==> src/rtl/flag_event_monitor_if.sv <==
// Flag event monitor bus: raw flag and controls in, filtered level,
// event handshake and statistics out.
interface flag_event_monitor_if #(
    parameter int unsigned CNT_W = 8
);

    logic             flag_in;
    logic             clr_cnt;
    logic             evt_ack;
    logic             flag_stable;
    logic             evt_valid;
    logic [CNT_W-1:0] evt_count;
    logic             overrun;

    modport master (
        output flag_in,
        output clr_cnt,
        output evt_ack,
        input  flag_stable,
        input  evt_valid,
        input  evt_count,
        input  overrun
    );

    modport slave (
        input  flag_in,
        input  clr_cnt,
        input  evt_ack,
        output flag_stable,
        output evt_valid,
        output evt_count,
        output overrun
    );

endinterface

==> src/rtl/flag_event_monitor.sv <==
// Debounces a raw flag, reports qualified rising edges over valid/ack,
// and keeps a saturating event count plus a sticky overrun flag.
module flag_event_monitor #(
    parameter int unsigned STABLE_CYCLES = 4,
    parameter int unsigned CNT_W         = 8
) (
    input logic                 clk,
    input logic                 rst,
    flag_event_monitor_if.slave bus
);

    localparam int unsigned QW = $clog2(STABLE_CYCLES + 1);

    localparam logic [QW-1:0]    QMAX = QW'(STABLE_CYCLES);
    localparam logic [QW-1:0]    QONE = QW'(1);
    localparam logic [CNT_W-1:0] CMAX = '1;
    localparam logic [CNT_W-1:0] CONE = CNT_W'(1);

    typedef enum logic [1:0] {
        IDLE,
        RISE_Q,
        HIGH,
        FALL_Q
    } state_t;

    state_t           state_q, state_d;
    logic [QW-1:0]    qcnt_q, qcnt_d;
    logic [QW-1:0]    qinc;
    logic             flag_stable_q, flag_stable_d;
    logic             evt_valid_q, evt_valid_d;
    logic [CNT_W-1:0] evt_count_q, evt_count_d;
    logic             overrun_q, overrun_d;
    logic             rise;

    // Debounce: qcnt tracks consecutive samples that disagree with
    // the stable level, counting the current edge.
    always_comb begin
        state_d = state_q;
        qcnt_d  = qcnt_q;
        rise    = 1'b0;
        qinc    = qcnt_q + QONE;
        unique case (state_q)
            IDLE: begin
                if (bus.flag_in) begin
                    if (STABLE_CYCLES == 1) begin
                        state_d = HIGH;
                        qcnt_d  = '0;
                        rise    = 1'b1;
                    end else begin
                        state_d = RISE_Q;
                        qcnt_d  = QONE;
                    end
                end
            end
            RISE_Q: begin
                if (!bus.flag_in) begin
                    state_d = IDLE;
                    qcnt_d  = '0;
                end else if (qinc == QMAX) begin
                    state_d = HIGH;
                    qcnt_d  = '0;
                    rise    = 1'b1;
                end else begin
                    qcnt_d  = qinc;
                end
            end
            HIGH: begin
                if (!bus.flag_in) begin
                    if (STABLE_CYCLES == 1) begin
                        state_d = IDLE;
                        qcnt_d  = '0;
                    end else begin
                        state_d = FALL_Q;
                        qcnt_d  = QONE;
                    end
                end
            end
            FALL_Q: begin
                // Returning high here is a glitch, not a new event
                if (bus.flag_in) begin
                    state_d = HIGH;
                    qcnt_d  = '0;
                end else if (qinc == QMAX) begin
                    state_d = IDLE;
                    qcnt_d  = '0;
                end else begin
                    qcnt_d  = qinc;
                end
            end
            default: begin
                state_d = IDLE;
                qcnt_d  = '0;
            end
        endcase
    end

    assign flag_stable_d = (state_d == HIGH) || (state_d == FALL_Q);

    // A coincident ack retires the old event, so the new one is clean
    always_comb begin
        evt_valid_d = rise | (evt_valid_q & ~bus.evt_ack);
        overrun_d   = overrun_q;
        evt_count_d = evt_count_q;
        if (rise && evt_valid_q && !bus.evt_ack) begin
            overrun_d = 1'b1;
        end
        if (rise && (evt_count_q != CMAX)) begin
            evt_count_d = evt_count_q + CONE;
        end
        if (bus.clr_cnt) begin
            overrun_d   = 1'b0;
            evt_count_d = rise ? CONE : '0;
        end
    end

    always_ff @(posedge clk or posedge rst) begin
        if (rst) begin
            state_q       <= IDLE;
            qcnt_q        <= '0;
            flag_stable_q <= 1'b0;
            evt_valid_q   <= 1'b0;
            evt_count_q   <= '0;
            overrun_q     <= 1'b0;
        end else begin
            state_q       <= state_d;
            qcnt_q        <= qcnt_d;
            flag_stable_q <= flag_stable_d;
            evt_valid_q   <= evt_valid_d;
            evt_count_q   <= evt_count_d;
            overrun_q     <= overrun_d;
        end
    end

    assign bus.flag_stable = flag_stable_q;
    assign bus.evt_valid   = evt_valid_q;
    assign bus.evt_count   = evt_count_q;
    assign bus.overrun     = overrun_q;

endmodule

==> src/flat_wrapper.sv <==
// flat-port wrapper written by rule: the top's interface ports become plain ports
module flag_event_monitor_flat 
#(
    parameter int unsigned STABLE_CYCLES = 4,
    parameter int unsigned CNT_W         = 8
)
  (clk, rst, bus_flag_in, bus_clr_cnt, bus_evt_ack, bus_flag_stable, bus_evt_valid, bus_evt_count, bus_overrun);
  flag_event_monitor_if #(.CNT_W(CNT_W)) bus_i ();
  input logic clk;
  input logic rst;
  input wire logic [$bits(bus_i.flag_in)-1:0] bus_flag_in;
  input wire logic [$bits(bus_i.clr_cnt)-1:0] bus_clr_cnt;
  input wire logic [$bits(bus_i.evt_ack)-1:0] bus_evt_ack;
  output wire logic [$bits(bus_i.flag_stable)-1:0] bus_flag_stable;
  output wire logic [$bits(bus_i.evt_valid)-1:0] bus_evt_valid;
  output wire logic [$bits(bus_i.evt_count)-1:0] bus_evt_count;
  output wire logic [$bits(bus_i.overrun)-1:0] bus_overrun;
  assign bus_i.flag_in = bus_flag_in;
  assign bus_i.clr_cnt = bus_clr_cnt;
  assign bus_i.evt_ack = bus_evt_ack;
  assign bus_flag_stable = bus_i.flag_stable;
  assign bus_evt_valid = bus_i.evt_valid;
  assign bus_evt_count = bus_i.evt_count;
  assign bus_overrun = bus_i.overrun;
  flag_event_monitor #(.STABLE_CYCLES(STABLE_CYCLES), .CNT_W(CNT_W)) u_core (.clk(clk), .rst(rst), .bus(bus_i));
endmodule
==> config.mk <==
export PLATFORM = sky130hd
export DESIGN_NAME = flag_event_monitor_flat
export DESIGN_NICKNAME = d
export VERILOG_FILES = /design/src/rtl/flag_event_monitor_if.sv /design/src/rtl/flag_event_monitor.sv /design/src/flat_wrapper.sv
export SDC_FILE = /design/constraint.sdc
export NUM_CORES = 1
export LEC_CHECK = 0
export CORE_MARGIN = 2
export CORE_UTILIZATION = 40
export DETAILED_ROUTE_END_ITERATION = 12
export GPL_TIMING_DRIVEN = 0
export HOLD_SLACK_MARGIN = 0.02
export SYNTH_ARGS = -nofsm -noshare
export SYNTH_HDL_FRONTEND = slang
export SYNTH_SLANG_ARGS = --single-unit
==> constraint.sdc <==
create_clock -name clk -period 2 [get_ports clk]
set_clock_uncertainty 0.15 [all_clocks]
set_input_delay 0.2 -clock clk [delete_from_list [all_inputs] [get_ports clk]]
set_output_delay 0.2 -clock clk [all_outputs]
set_load 0.05 [all_outputs]
==> reports/metrics.csv, run 1 <==
stage,metric,value,unit
setup_path,Worst R2R Start,u_core.qcnt_q[0]$_DFFE_PP0P_,
yosys,"Seq/Total Area, Yosys",48.0,%
sta,Max Slew Vio Count,0,
clock_network,"Clk pin slew, worst setup/hold paths",0.09,ns
global_route,Tot GR Track Use,15.6,%
setup_path,Worst Setup Start Kind,flop,
drt,DRT iter0 DRCs,10,
die,Core ar.,1960,µm²
drt,1st-pass router iterations,4,
finish,most frequent cells in the layout,"dfrtp_1, clkdlybuf4s50_1, nand2_1",
setup_path,critical path class,flop to flop,
yosys,largest family of logic cells by synthesized area,simple AND/OR/NAND/NOR gates,
clock_network,CTS tree,built,
power_and_ir_drop,Pwr Density,874,nW/µm²
yosys,Mapped Nets,90,
yosys,adder-cell share of the synthesized area,4.50,%
finish,"commonest non-fill, non-tap cell in the layout",dfrtp_1,
finish,Multi-input gate area,415,µm²
drt,vias per inst,5.26,
finish,Area Growth Syn to Fin,28.1,%
finish,"Core Util, Final",54.4,%
place,hpwl dp,1190,µm
finish,fillers,191,
die,chip height,49.6,µm
yosys,Syn Area/Cell,10.2,µm²
setup_path,critical path cell sequence,ha_2 > nand4b_1 > nand2b_4 > or4_1 > a21oi_1,
finish,final std cells w/o fill,128,
finish,register area,400,µm²
sta,Max Clock Freq,0.521,GHz
place,Placed Cells,124,
yosys,Gate Count Post-Synth,82,
yosys,Most used DFF post-synth,dfrtp_1,
drt,DRC Markers,0,
drt,post-route ant nets,0,
die,Die W,49.6,µm
clock_network,hold-fix buffers at CTS,0,
yosys,"Distinct cells, synth",31,
setup_path,Top Family by Delay on Critical Path,simple AND/OR/NAND/NOR gates,
global_route,pin count of the biggest net entering global routing,17,
yosys,XOR/XNOR share of the synthesized area,4.05,%
setup_path,Bufs and invs on worst path,0,
global_route,grt total ovfl,0,
drt,total number of vias,673,
clock_network,CTS buffer count,3,
setup_path,Critical Path End Type,flop,
place,Buffers on Ports,15,
clock_network,worst skew pair latency,0.29,ns
yosys,Post-Synth Simple-Gate Area,20.7,%
sta,RSZ-0062 raised after global routing,yes,
yosys,post-synthesis mux area share,3.90,%
setup_path,crit path from,u_core.qcnt_q[0]$_DFFE_PP0P_,
yosys,number of flops mapped to enable cells by yosys,0,
clock_network,Clock Tree Buf Depth,2,
sta,final hold violation count,0,
die,row count,16,
die,num ports,16,
drt,drt wl/cell,12.5,µm
sta,Max transition margin,59.3,%
sta,Final min period,1.92,ns
setup_path,peak fanout along the critical path,5,
sta,setup TNS,0,ns
hold_path,HP Class,input port to asynchronous set/reset pin,
sta,setup-violating endpoint count in the final report,0,
status,status,completed,
global_route,initial antenna violation count,0,
setup_path,largest stage delay on the critical path,0.47,ns
die,Starting Density,42.5,%
setup_path,critical path arrival,1.99,ns
power_and_ir_drop,Pleak,0.492,nW
finish,share of layout cells above drive strength 1,11.9,%
place,routability congestion estimate,0.752,
clock_network,clk sinks,16,
yosys,post-synthesis compound-gate area fraction,15.6,%
global_route,number of global-route vias before repair,649,
sta,hold_ws,0.121,ns
flow_run,Max Cap Violations,0,
yosys,flip-flop and latch count after synthesis,16,
power_and_ir_drop,worst IR drop on VDD,599,µV
yosys,synthesized area,833,µm²
global_route,first-pass GRT wire length,2940,µm
yosys,Synthesis Warnings,0,
clock_network,CTS root buf,clkbuf_4,
sta,Final Cycle Share,96.0,%
setup_path,"slowest stage cell, crit path",or4_1,
yosys,share of synthesized flip-flops with an asynchronous set or reset,100,%
die,Die ar.,2460,µm²
clock_network,CTS H-tree lvls,1,
finish,Layout Nets,110,
finish,n_diodes,0,
setup_path,Critical Path RT,2.07,ns
drt,final WL,1600,µm
sta,Slew @ Worst Pin,0.610,ns
## cell families (layout without fill, tap and decap cells)
logic type,Yosys count,in the layout
and+or+nand+nor,31,31
AOI/OAI and AO/OA,20,20
xor gates and xnor gates,3,3
buffers and inverters,6,25
muxes,3,3
adders and majority gates,3,3
DFF,16,16
## path summary, 6_finish.rpt
| kind | end | slack, ns | depth (start not counted) |
|---|---|---|---|
| max | u_core.bus.evt_count[4]$_DFFE_PP0P_ | 0.08 | 5 |
| min | u_core.bus.evt_valid$_DFF_PP0_ | 0.12 | 2 |
| max reg2reg | u_core.bus.evt_count[4]$_DFFE_PP0P_ | 0.08 | 5 |
| min reg2reg | u_core.bus.overrun$_DFFE_PP0P_ | 0.35 | 2 |
| max in group asynchronous | u_core.bus.evt_count[0]$_DFFE_PP0P_ | 1.18 | 2 |
| min in group clk | u_core.bus.overrun$_DFFE_PP0P_ | 0.35 | 2 |
## through the flow
step,area [µm²],setup WS (ns),power [mW]
2_1_floorplan,833,0.174,0.649
3_3_place_gp,1020,0.0642,0.716
3_5_place_dp,1020,0.0460,0.723
4_1_cts,1050,0.0396,0.940
5_1_grt,1070,-0.0453,1.01
6_report,1070,0.0806,0.933
## worst register-to-register path, cell delays in order (launching register included)
cell	delay, ns
dfrtp_1	0.41
ha_2	0.24
nand4b_1	0.21
nand2b_4	0.22
or4_1	0.47
a21oi_1	0.15
## sequential cells by signal, summed over array words and instances (netlist names)
register / cells
u_core.bus.evt_count: 8
u_core.bus.evt_valid: 1
u_core.bus.overrun: 1
u_core.qcnt_q: 3
u_core.bus.flag_stable: 1
u_core.state_q: 2
## what timing repair did
action / 4_1_cts / 5_1_grt
setup endpoints to repair: 0 / 4
buffers inserted: 0 / 0
resized for setup: 0 / 4
## synth_stat cells, drive strengths merged, types with 2 or more instances
| cell type | count | area (µm²) |
|---|---|---|
| dfrtp | 16 | 400 |
| nand2 | 8 | 30.0 |
| a31oi | 6 | 37.5 |
| nand3 | 5 | 25.0 |
| a21oi | 4 | 20.0 |
| inv | 4 | 15.0 |
| nand2b | 4 | 32.5 |
| nor2 | 4 | 15.0 |
| nor3 | 4 | 25.0 |
| ha | 3 | 37.5 |
| a211oi | 2 | 15.0 |
| a21o | 2 | 16.3 |
| mux2 | 2 | 22.5 |
| nor4 | 2 | 12.5 |
| o22ai | 2 | 12.5 |
| xnor2 | 2 | 17.5 |
## layout make-up
class | instances | share of cell area, %
buffer | 2 | 1.06
timing repair buffer | 15 | 14.5
inverter | 4 | 1.41
sequential | 16 | 37.5
multi-input combinational | 60 | 38.9
tap | 27 | 3.17
clock buffer | 4 | 3.40
## report_power, final
part	internal, mW	switching (mW)	leakage (nW)
Sequential	0.377	0.0434	0.213
Clock	0.111	0.100	0.0210
Combinational	0.129	0.173	0.258
## per-layer routing
metal | vias to the layer above | track usage (%) | share of wire (%)
met5 | - | 0 | 0
met4 | 0 | 4.17 | 0.94
met3 | 2 | 5.45 | 4.2
met2 | 12 | 26.2 | 46
met1 | 321 | 18.9 | 49
li1 | 338 | - | -
Note: power is estimated with default switching activity, not from simulation.
==> run 2, diff against run 1 <==
CAP_MARGIN = 40   (was default)
==> results of run 2 <==
No change in the layout: final DEF, timing and power equal those of run 1.
==> run 3, diff against run 2 <==
CORE_UTILIZATION = 49   (was 40)
PLACE_DENSITY = 0.76   (was default)
==> run 3 against run 2 <==
Combinational power increased by 4%. Cell count decreased by 7.8%. Power increased by 2.0%. Clock-buffer cell count unchanged. Clock power increased by 3%.
==> reports/metrics.csv, run 3 (same netlist as run 1, synthesis figures left out) <==
stage,metric,value,unit,change
setup_path,Worst Reg-to-Reg Cells,5,,unchanged
power_and_ir_drop,NetSw,0.323,mW,+2.1%
drt,DRT iter0 DRCs,12,,+2
sta,setup TNS,0,ns,unchanged
finish,register area,400,µm²,unchanged
power_and_ir_drop,Pwr Density,902,nW/µm²,+3.2%
setup_path,Worst R2R Start,u_core.qcnt_q[0]$_DFFE_PP0P_,,
setup_path,critical path class,flop to output port,,
setup_path,largest stage delay on the critical path,0.83,ns,+0.36 ns
setup_path,Bufs and invs on worst path,1,,+1
setup_path,peak fanout along the critical path,6,,+1
clock_network,CTS root buf,clkbuf_4,,
finish,final std cells w/o fill,118,,-7.8%
power_and_ir_drop,Comb power frac,32.8,%,+0.5 points
setup_path,Worst Setup Start Kind,flop,,
setup_path,Critical Path End Type,output port,,
sta,RSZ-0062 raised after global routing,yes,,
finish,most frequent cells in the layout,"dfrtp_1, clkdlybuf4s50_1, nand2_1",,
power_and_ir_drop,Int Pwr,0.629,mW,+1.9%
sta,Max transition margin,60.4,%,+1.1 points
place,Placed Cells,113,,-8.9%
finish,"commonest non-fill, non-tap cell in the layout",dfrtp_1,,
clock_network,CTS H-tree lvls,1,,unchanged
drt,1st-pass router iterations,4,,unchanged
sta,final worst slack,0.0903,ns,+0.00980 ns
sta,Max Slew Vio Count,0,,unchanged
finish,"Core Util, Final",67.7,%,+13 points
die,Starting Density,53.5,%,+11 points
finish,Multi-input gate area,409,µm²,-1.5%
finish,design area,1050,µm²,-1.2%
global_route,Tot GR Track Use,19.2,%,+3.6 points
drt,drt wl/cell,13.9,µm,+11%
setup_path,"slowest stage cell, crit path",clkdlybuf4s50_1,,
drt,total number of vias,694,,+3.1%
sta,setup-violating endpoint count in the final report,0,,unchanged
finish,Area Growth Syn to Fin,26.6,%,
power_and_ir_drop,switch share,33.9,%,+0.043 points
power_and_ir_drop,Final Total Pwr,0.951,mW,+2.0%
finish,share of layout cells above drive strength 1,12.7,%,+0.86 points
clock_network,worst skew pair latency,0.29,ns,about the same
die,num ports,16,,unchanged
setup_path,critical path arrival,1.56,ns,-0.43 ns
setup_path,Top Family by Delay on Critical Path,buffers and inverters,,
global_route,initial antenna violation count,0,,unchanged
power_and_ir_drop,clock share of power,22.9,%,+0.3 points
global_route,grt total ovfl,0,,unchanged
drt,post-route ant nets,0,,unchanged
status,status,completed,,
finish,max reg flops,8,,unchanged
die,chip height,45.2,µm,-8.9%
clock_network,Clock Tree Buf Depth,2,,unchanged
drt,final WL,1640,µm,+2.4%
clock_network,CTS buffer count,3,,unchanged
setup_path,reg2reg setup slack,0.13,ns,+0.05 ns
finish,n_diodes,0,,unchanged
sta,Final min period,1.91,ns,-0.00980 ns
clock_network,clk sinks,16,,unchanged
global_route,pin count of the biggest net entering global routing,17,,unchanged
clock_network,"Clk pin slew, worst setup/hold paths",0.10,ns,about the same
flow_run,Max Cap Violations,0,,unchanged
sta,Final Cycle Share,95.5,%,-0.49 points
power_and_ir_drop,Seq pwr share,44.3,%,-0.8 points
setup_path,critical path cell sequence,clkdlybuf4s50_1,,
finish,Layout Nets,111,,+0.91%
sta,final hold violation count,0,,unchanged
clock_network,CTS tree,built,,
place,hpwl dp,1210,µm,+1.5%
setup_path,crit path from,u_core.bus.evt_count[3]$_DFFE_PP0P_,,
global_route,first-pass GRT wire length,2820,µm,-4.2%
finish,fillers,113,,-41%
global_route,number of global-route vias before repair,680,,+4.8%
die,Die W,45.2,µm,-8.9%
drt,vias per inst,5.88,,+12%
die,Die ar.,2050,µm²,-17%
setup_path,Critical Path RT,1.65,ns,-0.42 ns
place,dpl cell area,1000,µm²,-1.4%
place,Buffers on Ports,15,,unchanged
sta,Slew @ Worst Pin,0.594,ns,-0.0161 ns
die,row count,14,,-2
power_and_ir_drop,worst IR drop on VDD,652,µV,+8.8%
clock_network,hold-fix buffers at CTS,0,,unchanged
place,post-placement setup slack,0.0139,ns,-0.0321 ns
drt,DRC Markers,0,,unchanged
power_and_ir_drop,Pleak,0.483,nW,-1.8%
die,Core ar.,1560,µm²,-21%
place,routability congestion estimate,0.735,,-2.3%
setup_path,r2r endpoint,u_core.bus.evt_count[4]$_DFFE_PP0P_,,
sta,Max Clock Freq,0.524,GHz,+0.51%
hold_path,HP Class,input port to asynchronous set/reset pin,,
sta,hold_ws,0.114,ns,-0.00693 ns
-- run 3: cell types whose count changed in the layout (fill, tap and decap cells not counted), sizes merged --
| cell | previous run | this run |
|---|---|---|
| buf | 1 | 2 |
-- run 3: worst max-delay path by stage --
stage                                     endpoint  slack (ns)  depth (start not counted)
2_1_floorplan  u_core.bus.evt_count[4]$_DFFE_PP0P_        0.17                          4
3_3_place_gp   u_core.bus.evt_count[4]$_DFFE_PP0P_        0.07                          5
3_5_place_dp   u_core.bus.evt_count[4]$_DFFE_PP0P_        0.01                          5
4_1_cts                           bus_evt_count[6]        0.03                          1
5_1_grt        u_core.bus.evt_count[4]$_DFFE_PP0P_       -0.01                          5
6_report                          bus_evt_count[3]        0.09                          1
-- run 3: power groups by stage --
stage	sequential (mW)	clock (mW)	combinational, mW
final	0.421	0.218	0.312
after global routing	0.427	0.229	0.342
after CTS	0.419	0.224	0.297
after detailed placement	0.425	0	0.295
after global placement	0.420	0	0.291
after floorplan	0.458	0	0.192
-- run 3: layout make-up --
cell class	instances	share of cell area [%]
Multi-Input combinational cell	60	38.8
Sequential cell	16	38.0
Timing Repair Buffer	16	15.4
Clock buffer	4	3.44
Tap cell	16	1.90
Inverter	4	1.42
Buffer	2	1.07
-- run 3: layer usage --
| metal | share of wire (%) | track usage (%) | up-vias |
|---|---|---|---|
| met3 | 2.5 | 2.40 | 4 |
| met2 | 49 | 30.0 | 17 |
| met5 | 0 | 0 | - |
| li1 | - | - | 340 |
| met1 | 47 | 26.0 | 333 |
| met4 | 1.5 | 10.0 | 0 |
-- run 3: what timing repair did --
item                                    4_1_cts  5_1_grt
setup buffers                                 0        1
resized for setup                             0        3
endpoints found under the setup margin        0        5
endpoints found under the hold margin         0        0
